[config.mk]
export PLATFORM = sky130hd
export DESIGN_NAME = systolic_skew_feeder
export DESIGN_NICKNAME = d
export VERILOG_FILES = /design/src/rtl/systolic_skew_feeder_pkg.sv /design/src/rtl/systolic_skew_feeder_skew.sv /design/src/rtl/systolic_skew_feeder.sv
export SDC_FILE = /design/constraint.sdc
export NUM_CORES = 1
export LEC_CHECK = 0
export CORE_MARGIN = 2
export CORE_UTILIZATION = 52
export DETAILED_ROUTE_END_ITERATION = 10
export PLACE_DENSITY = 0.84
export SLEW_MARGIN = 20
export SYNTH_ARGS = -nofsm -noshare
export SYNTH_HDL_FRONTEND = slang
export SYNTH_SLANG_ARGS = --single-unit
[constraint.sdc]
create_clock -name clk -period 2.2 [get_ports clk]
set_input_delay 0.44 -clock clk [delete_from_list [all_inputs] [get_ports clk]]
set_output_delay 0.44 -clock clk [all_outputs]
set_load 0.02 [all_outputs]
[src/rtl/systolic_skew_feeder_pkg.sv]
// Shared constants, FSM encoding and lane helpers for the systolic feeder
// and the PE cluster bench.
package systolic_skew_feeder_pkg;

    localparam int LANES  = 8;
    localparam int DATA_W = 16;

    typedef enum logic [1:0] {
        IDLE      = 2'd0,
        STREAM    = 2'd1,
        FLUSH     = 2'd2,
        WAIT_DONE = 2'd3
    } state_t;

    // Bit offset of lane `lane` inside a packed LANES*w vector.
    function automatic int lane_lo(input int lane, input int w = DATA_W);
        return lane * w;
    endfunction

endpackage

[src/rtl/systolic_skew_feeder_skew.sv]
// Fixed-depth shift register; one instance per lane delays that lane's
// {done, wgt, act} bundle so operands meet on the array's diagonal wavefront.
module skew_delay_line #(
    parameter int DEPTH = 1,
    parameter int W     = 1
) (
    input  logic         clk,
    input  logic         rst_n,
    input  logic [W-1:0] din,
    output logic [W-1:0] dout
);

    logic [W-1:0] stage [DEPTH];

    always_ff @(posedge clk or negedge rst_n) begin
        if (!rst_n) begin
            for (int j = 0; j < DEPTH; j++) begin
                stage[j] <= '0;
            end
        end else begin
            stage[0] <= din;
            for (int j = 1; j < DEPTH; j++) begin
                stage[j] <= stage[j-1];
            end
        end
    end

    assign dout = stage[DEPTH-1];

endmodule

[src/rtl/systolic_skew_feeder.sv]
// Transmit side of the 8x8 systolic cluster: accepts K-slices, skews lane i
// by 1+i cycles into the array and closes each tile on the per-row dones.
module systolic_skew_feeder #(
    parameter int LANES   = systolic_skew_feeder_pkg::LANES,
    parameter int DATA_W  = systolic_skew_feeder_pkg::DATA_W,
    parameter int KCNT_W  = 16,
    parameter int TIMEOUT = 64
) (
    input  logic                    clk,
    input  logic                    rst_n,
    input  logic                    s_valid,
    output logic                    s_ready,
    input  logic [LANES*DATA_W-1:0] s_act,
    input  logic [LANES*DATA_W-1:0] s_wgt,
    input  logic                    s_last,
    output logic                    arr_en,
    output logic [LANES*DATA_W-1:0] arr_act,
    output logic [LANES*DATA_W-1:0] arr_wgt,
    output logic [LANES-1:0]        arr_done,
    input  logic [LANES-1:0]        arr_out_dones,
    output logic                    busy,
    output logic                    tile_done,
    output logic [KCNT_W-1:0]       k_count,
    output logic                    timeout_err
);
    import systolic_skew_feeder_pkg::*;

    localparam int FLUSH_W = (LANES > 2) ? $clog2(LANES) : 1;
    localparam int WAIT_W  = (TIMEOUT > 1) ? $clog2(TIMEOUT) : 1;
    localparam logic [FLUSH_W-1:0] FLUSH_LAST = FLUSH_W'(LANES - 2);
    localparam logic [WAIT_W-1:0]  WAIT_LAST  = WAIT_W'(TIMEOUT - 1);
    localparam int BW = 2 * DATA_W + 1;

    state_t             state, state_n;
    logic               xfer;
    logic               timeout_hit;
    logic [FLUSH_W-1:0] flush_cnt;
    logic [WAIT_W-1:0]  wait_cnt;
    logic [LANES-1:0]   seen, seen_n;
    logic               ready_q;
    logic               en_q;

    // Handshake: a beat moves exactly on a cycle where s_valid && s_ready;
    // s_valid may rise at any time and the beat is held until accepted.
    assign s_ready = ready_q;
    assign xfer    = s_valid & ready_q;
    assign seen_n  = seen | arr_out_dones;
    assign busy    = (state != IDLE);
    assign arr_en  = en_q;

    always_comb begin
        state_n     = state;
        tile_done   = 1'b0;
        timeout_hit = 1'b0;
        case (state)
            IDLE: begin
                if (xfer) state_n = s_last ? FLUSH : STREAM;
            end
            STREAM: begin
                if (xfer && s_last) state_n = FLUSH;
            end
            FLUSH: begin
                if (flush_cnt == FLUSH_LAST) state_n = WAIT_DONE;
            end
            WAIT_DONE: begin
                // Completion in the same cycle as the timeout wins.
                if (&seen_n) begin
                    tile_done = 1'b1;
                    state_n   = IDLE;
                end else if (wait_cnt == WAIT_LAST) begin
                    timeout_hit = 1'b1;
                    state_n     = IDLE;
                end
            end
            default: state_n = IDLE;
        endcase
    end

    always_ff @(posedge clk or negedge rst_n) begin
        if (!rst_n) begin
            state       <= IDLE;
            ready_q     <= 1'b0;
            en_q        <= 1'b0;
            k_count     <= '0;
            flush_cnt   <= '0;
            wait_cnt    <= '0;
            seen        <= '0;
            timeout_err <= 1'b0;
        end else begin
            state     <= state_n;
            ready_q   <= (state_n == IDLE) || (state_n == STREAM);
            en_q      <= (state_n != IDLE);
            flush_cnt <= (state == FLUSH) ? flush_cnt + FLUSH_W'(1) : '0;
            wait_cnt  <= (state == WAIT_DONE) ? wait_cnt + WAIT_W'(1) : '0;
            seen      <= (state == WAIT_DONE) ? seen_n : '0;
            if (timeout_hit) timeout_err <= 1'b1;
            if (xfer) begin
                if (state == IDLE) begin
                    k_count <= KCNT_W'(1);
                end else if (k_count != '1) begin
                    k_count <= k_count + KCNT_W'(1);
                end
            end
        end
    end

    // Non-transfer cycles feed zeros, so bubbles leave the array sums alone.
    for (genvar i = 0; i < LANES; i++) begin : g_lane
        localparam int LO = lane_lo(i, DATA_W);
        logic [BW-1:0] lane_in;
        logic [BW-1:0] lane_out;

        assign lane_in = xfer ? {s_last, s_wgt[LO +: DATA_W], s_act[LO +: DATA_W]} : '0;

        skew_delay_line #(
            .DEPTH (i + 1),
            .W     (BW)
        ) u_skew (
            .clk   (clk),
            .rst_n (rst_n),
            .din   (lane_in),
            .dout  (lane_out)
        );

        assign arr_act[LO +: DATA_W] = lane_out[DATA_W-1:0];
        assign arr_wgt[LO +: DATA_W] = lane_out[2*DATA_W-1:DATA_W];
        assign arr_done[i]           = lane_out[BW-1];
    end

endmodule

After elaboration in Yosys (flattened, before gate mapping)
Index checks and enable logic that the tools add are counted.

RAM bits: 0. Latch bits: 0. Register bits: 1226. Output and inout port bits: 285. Bits in read-only memories: 0. Logic and storage cells: 90. Memories: 0.

Muxes and demuxes: 25. Equality and inequality tests: 7. $lt $le $gt $ge: 0. Divide/modulo/power cells: 0. Reduce and logical (&&, ||, !) cells: 9. Add/subtract/negate cells: 3. $mul: 0. Shift operators: 0. Bitwise operators: 2.

Operator list (count): two-way mux 33 bit (8); two-way mux 16 bit (2); adder 16 x 1 -> 16 bit, second input constant (1); != test 16 bit, second input constant (1); two-way mux 2 bit (6); two-way mux 8 bit (1); OR 8 bit (1); one-hot mux 2 bit (4 select lines) (1); AND reduction 8 bit (1); adder 6 x 1 -> 6 bit, second input constant (1); == test 6 bit, second input constant (1); two-way mux 6 bit (1); nonzero test 2 bit (3); two-way mux 1 bit (5); == test 2 x 1 -> 1 bit, second input constant (2); == test 2 bit, second input constant (2); zero test 2 bit (2); adder 3 x 1 -> 3 bit, second input constant (1); == test 3 bit, second input constant (1); two-way mux 3 bit (1); AND reduction 2 bit (1); bitwise AND 1 bit (1); logical AND 1 bit (1); logical OR 1 bit (1).

Longest topological paths before layout
Gate-level depths: netlist of run 1.

Depth after elaboration: 6. Mapped depth: 6. Depth with buffers taken out: 5.

Modules after synthesis
A second synthesis of run 1 with hierarchy kept.

Cells, all modules: 1914. Area total of the unflattened synthesis: 35054.9 um^2.

By module, submodules not included: skew_delay_line (g_lane[7].u_skew) (area each 6854.1 um^2, times used 1, cells an instance 297); skew_delay_line (g_lane[6].u_skew) (area each 6028.3 um^2, times used 1, cells an instance 264); skew_delay_line (g_lane[5].u_skew) (area each 5202.5 um^2, times used 1, cells an instance 231); skew_delay_line (g_lane[4].u_skew) (area each 4376.7 um^2, times used 1, cells an instance 198); systolic_skew_feeder (area each 3592.2 um^2, times used 1, cells an instance 495); skew_delay_line (g_lane[3].u_skew) (area each 3550.9 um^2, times used 1, cells an instance 165); skew_delay_line (g_lane[2].u_skew) (area each 2725.1 um^2, times used 1, cells an instance 132); skew_delay_line (g_lane[1].u_skew) (area each 1899.3 um^2, times used 1, cells an instance 99); skew_delay_line (g_lane[0].u_skew) (area each 825.8 um^2, times used 1, cells an instance 33).

Worst setup path after synthesis of run 1
No wires, ideal clock.

Path kind: input to output. Start point: input arr_out_dones[3]. End point: output tile_done. Required time: 1760 ps. Path slack: 223 ps. Arrival time: 1537 ps. Stages on the path: 3. Cell sequence: nor2_1 or4_1 nor3_1.

Cells in the longest elaborated chain, start to end: 4.

RTL lines: from (decl) (RTL line systolic_skew_feeder.sv:20) `input logic [LANES-1:0] arr_out_dones,`; OR 8 bit (RTL line systolic_skew_feeder.sv:47) `assign seen_n = seen | arr_out_dones;`; AND reduction 8 bit (RTL line systolic_skew_feeder.sv:67) `if (&seen_n) begin`; two-way mux 1 bit (RTL line systolic_skew_feeder.sv:67); two-way mux 1 bit (RTL line systolic_skew_feeder.sv:55) `case (state)`; to (decl) (RTL line systolic_skew_feeder.sv:22) `output logic tile_done,`.

No other way between the ends.

Worst setup path after layout of run 1
Start point: register seen[3]. End point: output tile_done.

Cells in the longest elaborated chain, start to end: 4.

RTL lines: from (decl) (RTL line systolic_skew_feeder.sv:39) `logic [LANES-1:0] seen, seen_n;`; from (signal assigned) (RTL line systolic_skew_feeder.sv:95) `seen <= (state == WAIT_DONE) ? seen_n : '0;`; OR 8 bit (RTL line systolic_skew_feeder.sv:47); AND reduction 8 bit (RTL line systolic_skew_feeder.sv:67); two-way mux 1 bit (RTL line systolic_skew_feeder.sv:67); two-way mux 1 bit (RTL line systolic_skew_feeder.sv:55).

No other way between the ends.

==> results.md, run 1 <==
- Combinational share of power: 10.3%
- Top cell type's share of synthesized area: 87.0%
- Tmin final: 2.36 ns
- Endpoints failing hold: 0
- Post-synth top area cell: dfrtp_1
- Setup CP Type: flip-flop to primary output
- Worst VDD drop: 0.829 mV
- Overall routed net length: 77000 um
- Vias: 16.1k
- Slew @ Worst Pin: 0.946 ns
- First-pass GRT wire length: 114000 um
- Die area: 68400 um^2
- Slew margin rel.: 36.9%
- Clk sinks: 1198
- WL/cell: 23.4 um
- Seq pwr share: 50.5%
- #FFs+latches synth: 1198
- IO buf count: 552
- Chip width: 261 um
- Final Skew: 0.0407 ns
- CTS buffer count: 111
- Synth Cell Area: 34500 um^2
- Final setup fails: 1
- EDFF count, synth: 0
- Critical Path RT: 1.76 ns
- Cell variety after synth: 49
- WHS: 0.224 ns
- Post-synthesis net count: 2171
- Gpl congestion: 0.862
- Starting Density: 52.4%
- Sw power: 12600 uW
- Top FF cell, synth: dfrtp_1
- 1st-pass router iterations: 5
- Register area share after synthesis: 87.0%
- Nets: 2605
- Setup_tns: -0.158 ns
- Period utilization: 107%
- Clk pwr share: 39.2%
- DRT antenna net count: 0
- Largest net degree at the start of global routing: 137
- Post-route DRC: 0
- Status: finished with violations
- Crit-path max FO: 3
- Ys async rst share: 100%
- Core Box Area: 65700 um^2
- Pint: 39200 uW
- Synth warn: 0
- Leak: 0.0226 uW
- HP Class: primary input to flip-flop
- Cells after Synth: 1899
- Post-Syn Area per Cell: 18.2 um^2
- Max Freq: 424 MHz
- CTS tree: done
- Worst EP arrival: 1.92 ns
- Area Growth Syn to Fin: 26.8%
- Unrepaired setup endpoints after global routing: yes
- Root buf cell: clkbuf_16
- HPWL after DPL: 47500 um
- Sw Ratio: 24.3%
- Deepest clock path buffer count: 3
- Drt initial violations: 1134
- Initial antenna violation count: 17
- Vias/cell: 4.89
- Top post-synthesis cells by area: dfrtp_1 (87%), buf_4 (5.1%), and3_1 (4.7%), clkbuf_1 (0.66%), nor2_1 (0.35%)
- Fin. max-slew vios: 0
- Reg clk slew, reported paths: 0.06 ns
- Rows: 94
- Io pins: 553
- Clock latency on the worst-skew pair: 0.67 ns
- Commonest non-fill, non-tap cells in the layout: dfrtp_1 (1197), clkdlybuf4s50_1 (524), and3_1 (260)
- Failing checks: setup timing
- Pwr dens: 1180 nW/um^2
- GRT Overall Usage: 22.9%
- GR Overflow Total: 0
- Commonest non-fill, non-tap cell in the layout: dfrtp_1
- Post-layout worst setup margin: -0.158 ns
- CTS H-tree depth: 3
- Vias in the first global route: 18.3k
- Critical Path End Type: primary output
- Setup crit start kind: flip-flop
- Max-Cap Viols: 0
- Die Y: 261 um
- Share of cells above drive strength 1: 11.1%
-- cell families (layout without fill, tap and decap cells) --
kind of cell	Yosys count	in the layout	share of synthesized area [%]
xor+xnor	5	5	0.127
flops	1198	1198	87.0
buf+inv	302	828	5.82
other cells	0	8	0
compound gates	43	43	0.857
fa+ha+maj	4	4	0.145
simple gates	347	347	6.10
-- registers in the layout, summed over array words and instances, names as in the netlist --
signal               cells
k_count                 16
g_lane.u_skew.dout     264
timeout_err              1
state                    2
arr_en                   1
seen                     8
s_ready                  1
g_lane.u_skew.stage    896
wait_cnt                 6
flush_cnt                3
-- layout make-up --
type / instances / area, um^2
multi-input cells: 399 / 2510
clock inverters: 46 / 697
clock buffers: 159 / 3270
fillers: 3951 / 22000
diodes: 8 / 20.0
inverters: 6 / 22.5
flip-flops and latches: 1198 / 30000
repair buffers: 617 / 6140
well taps: 864 / 1080
-- synth_stat cells (all sizes together) (2+ instances only) --
library cell	n
a21oi	6
nor3	4
nand2	16
o41ai	2
buf	234
clkbuf	62
o21ai	12
inv	5
nand4	6
nor4	5
o211ai	7
a31oi	3
dfrtp	1198
and3	260
ha	4
or4	4
or2	2
a31o	2
o311ai	2
nor2	32
or3	4
nand3	6
xnor2	4
and4	2
-- metrics by stage --
| step | total power, uW | area [um^2] | setup WS [ns] | instances | utilization, % |
|---|---|---|---|---|---|
| 2_1_floorplan | 28800 | 34500 | 0.223 | 1899 | - |
| 3_3_place_gp | 31200 | 39700 | -0.610 | 3082 | 60.4 |
| 3_5_place_dp | 31700 | 39700 | -0.593 | 3082 | 60.4 |
| 4_1_cts | 52300 | 43700 | -0.208 | 3289 | 66.5 |
| 5_1_grt | 53800 | 43700 | -0.209 | 3293 | 66.5 |
| 6_report | 51700 | 43700 | -0.158 | 3297 | 66.5 |
-- per-layer routing --
metal	vias to the layer above	global-route usage, %	part of all wire (%)
met5	-	0	0.15
met4	20	8.95	3.5
met3	168	6.73	7.0
met2	587	39.2	53
met1	8545	27.5	36
li1	6810	-	-
-- worst paths after layout --
path	start	endpoint	slack, ns	depth (start not counted)
max	seen[3]$_DFF_PN0_	tile_done	-0.16	4
min	s_valid	g_lane[5].u_skew.stage[171]$_DFF_PN0_	0.22	2
max reg2reg	s_ready$_DFF_PN0_	k_count[11]$_DFFE_PN0P_	0.26	4
min reg2reg	g_lane[5].u_skew.stage[107]$_DFF_PN0_	g_lane[5].u_skew.stage[74]$_DFF_PN0_	0.32	0
max in group asynchronous	rst_n	g_lane[5].u_skew.stage[46]$_DFF_PN0_	0.88	3
min in group asynchronous	rst_n	g_lane[6].u_skew.dout[9]$_DFF_PN0_	0.30	2
-- power groups by stage --
stage               clock [uW]  combinational, uW  sequential (uW)
floorplan                    0               2790            26000
global placement             0               5070            26200
detailed placement           0               5240            26500
CTS                      20800               5370            26200
global route             21700               5700            26400
finish                   20300               5320            26100
-- critical path, stage by stage, from the launching register on --
cell and delay (ns):
dfrtp_1 0.36, nor2_1 0.08, or4_4 0.50, nor3_2 0.19
buf_4 0.16
-- what timing repair did --
item,CTS,global route
hold buffers,1,0
endpoints found under the setup margin,24,4
endpoints found under the hold margin,17,0
buffers inserted,1,0
gates resized for setup,32,3
pin swaps,3,1
No activity file was read; power rests on OpenSTA's default activity.
==> inputs of run 2 (changes only) <==
--- a/config.mk
+++ b/config.mk
@@ -7,8 +7,10 @@
 export LEC_CHECK = 0
 export CORE_MARGIN = 2
 export CORE_UTILIZATION = 52
+export CTS_CLUSTER_SIZE = 12
 export DETAILED_ROUTE_END_ITERATION = 10
 export PLACE_DENSITY = 0.84
+export SETUP_SLACK_MARGIN = 0.02
 export SLEW_MARGIN = 20
 export SYNTH_ARGS = -nofsm -noshare
 export SYNTH_HDL_FRONTEND = slang
==> run 2 against run 1 <==
  * The run still ends with setup timing left
  * Combinational power barely moved
  * Die area unchanged
  * First-iteration DRC count up 9.9%
  * Count of clock-buffer cells in the layout is 17 lower
  * Maximum frequency is 0.47% lower
  * Sequential share of layout area increased by 0.73 points
  * Design area fell by 1.0%
==> results.md, run 2 (synthesized netlist as in run 1, its figures left out) <==
- CP bufs+invs: 1 (unchanged)
- Deepest clock path buffer count: 3 (unchanged)
- CTS H-tree depth: 3 (unchanged)
- Die area: 68400 um^2 (unchanged)
- Nets: 2610 (+0.19%)
- Register with the most flip-flops: g_lane.u_skew.stage
- Overall Power: 50100 uW (-3.2%)
- Slew margin rel.: 36.5% (-0.40 points)
- Drt initial violations: 1246 (+9.9%)
- Worst-path cell chain: nor2_1 > or4_4 > nor3_4 > buf_6
- Setup CP Type: flip-flop to primary output
- Chip width: 261 um (unchanged)
- Clk sinks: 1198 (unchanged)
- Root buf cell: clkbuf_16
- Unrepaired setup endpoints after global routing: yes
- Crit path max-delay family: simple AND/OR/NAND/NOR gates
- Endpoints failing hold: 0 (unchanged)
- Area after DPL: 39700 um^2 (unchanged)
- GRT Overall Usage: 22.9% (+0.062 points)
- Area of the multi-input gates: 2510 um^2 (+0.25%)
- Final setup fails: 1 (unchanged)
- Critical Path End Type: primary output
- WHS: 0.211 ns (-0.0125 ns)
- Post-layout worst setup margin: -0.169 ns (-0.0111 ns)
- Core Box Area: 65700 um^2 (unchanged)
- Seq. cell area: 30000 um^2 (unchanged)
- Max reg flops: 896 (unchanged)
- Rows: 94 (unchanged)
- Overall routed net length: 76900 um (-0.19%)
- Setup crit start kind: flip-flop
- HP Class: primary input to flip-flop
- Status: finished with violations
- Failing checks: setup timing
- Leak: 0.0225 uW (-0.12%)
- CP max-delay cell: or4_4
- Area Growth Syn to Fin: 25.5%
- GR Overflow Total: 0 (unchanged)
- Hold-critical path depth: 2 (unchanged)
- Gpl congestion: 0.862 (unchanged)
- Pre-CTS setup slack: -0.593 ns (unchanged)
- Vias in the first global route: 18.3k (-0.20%)
- Critical Path RT: 1.76 ns (about the same)
- HPWL after DPL: 47500 um (unchanged)
- Pwr dens: 1160 nW/um^2 (-2.1%)
- Starting Density: 52.4% (unchanged)
- Commonest non-fill, non-tap cell in the layout: dfrtp_1
- Largest net degree at the start of global routing: 137 (unchanged)
- 1st-pass router iterations: 6 (+1)
- Crit-path max FO: 2 (-1)
- Worst VDD drop: 0.653 mV (-21%)
- Share of cells above drive strength 1: 9.70% (-1.4 points)
- CTS tree: done
- Die Y: 261 um (unchanged)
- Reg clk slew, reported paths: 0.06 ns (about the same)
- Vias: 16.1k (-0.031%)
- Worst EP arrival: 1.93 ns (about the same)
- WL/cell: 23.6 um (+1.2%)
- Period utilization: 108% (+0.50 points)
- IO buf count: 552 (unchanged)
- Tmin final: 2.37 ns (+0.0111 ns)
- Setup_tns: -0.169 ns (-0.0111 ns)
- Final Skew: 0.0425 ns (+0.00187 ns)
- First-pass GRT wire length: 115000 um (+0.25%)
- Initial antenna violation count: 16 (-1)
- Vias/cell: 4.96 (+1.4%)
- Max-Cap Viols: 0 (unchanged)
- Post-route DRC: 0 (unchanged)
- DRT antenna net count: 0 (unchanged)
- Commonest non-fill, non-tap cells in the layout: dfrtp_1 (1197), clkdlybuf4s50_1 (500), and3_1 (260)
- Slew @ Worst Pin: 0.952 ns (+0.00596 ns)
- CP max stage delay: 0.56 ns (+0.06 ns)
- R2R depth: 5 (+1)
- Io pins: 553 (unchanged)
- Fillers: 4028 (+1.9%)
- Worst path depth: 4 (unchanged)
- Fin. max-slew vios: 0 (unchanged)
- CTS buffer count: 116 (+4.5%)
- Max Freq: 422 MHz (-0.47%)
- Final instance area: 43300 um^2 (-1.0%)
- Clock latency on the worst-skew pair: 0.68 ns (about the same)
run 2: cell count changes in the layout (fill, tap and decap cells not counted), moves of 2 or more:
cell,delta
clkdlybuf4s50_1,-24
clkbuf_8,-17
clkinv_2,-15
dlygate4sd2_1,+15
bufinv_16,-8
dlymetal6s2s_1,+8
clkbuf_1,-4
clkbuf_16,+4
clkinvlp_4,-3
inv_6,-3
diode_2,-2
inv_16,+2
run 2: metrics by stage:
| stage | cells | utilization, % |
|---|---|---|
| after global routing | 3248 | 65.8 |
| final | 3251 | 65.8 |
| after global placement | 3082 | 60.4 |
| after detailed placement | 3082 | 60.4 |
| after CTS | 3245 | 65.7 |
| after floorplan | 1899 | - |
run 2: worst paths after layout:
path | slack [ns] | from | endpoint
min reg2reg | 0.32 | g_lane[6].u_skew.stage[172]$_DFF_PN0_ | g_lane[6].u_skew.stage[139]$_DFF_PN0_
max reg2reg | 0.25 | k_count[0]$_DFFE_PN0P_ | k_count[3]$_DFFE_PN0P_
max in group asynchronous | 0.89 | rst_n | g_lane[5].u_skew.stage[79]$_DFF_PN0_
min | 0.21 | s_valid | g_lane[6].u_skew.stage[210]$_DFF_PN0_
max | -0.17 | seen[5]$_DFF_PN0_ | tile_done
min in group asynchronous | 0.29 | rst_n | g_lane[3].u_skew.dout[10]$_DFF_PN0_
run 2: repair_timing:
item | 4_1_cts | 5_1_grt
hold buffers | 1 | 0
setup buffers | 1 | 0
endpoints found under the setup margin | 40 | 12
pin swaps | 3 | 2
hold endpoints to repair | 17 | 0
resized for setup | 50 | 15
run 2: per-layer routing:
layer | routed length, um | vias to the layer above | part of all wire [%] | global-route usage, %
met5 | 109 | - | 0.14 | 0
met4 | 2800 | 18 | 3.6 | 9.34
met3 | 5730 | 185 | 7.4 | 7.31
met2 | 40900 | 614 | 53 | 39.1
met1 | 27400 | 8536 | 36 | 27.2
li1 | - | 6772 | - | -
run 2: area by class of cell:
type / count / area share, %
diodes: 6 / 0.0347
clock buffers: 142 / 7.21
clock inverters: 19 / 0.894
inverters: 6 / 0.0521
multi-input cells: 399 / 5.81
flip-flops and latches: 1198 / 69.3
well taps: 864 / 2.50
repair buffers: 617 / 14.2
run 2: power by group:
part / total [uW] / switching [uW] / leakage [uW] / internal (uW)
logic: 5300 / 3100 / 0.00451 / 2200
clock network: 18700 / 8020 / 0.00171 / 10600
registers: 26100 / 1240 / 0.0163 / 24900
total: 50100 / 12400 / 0.0225 / 37700
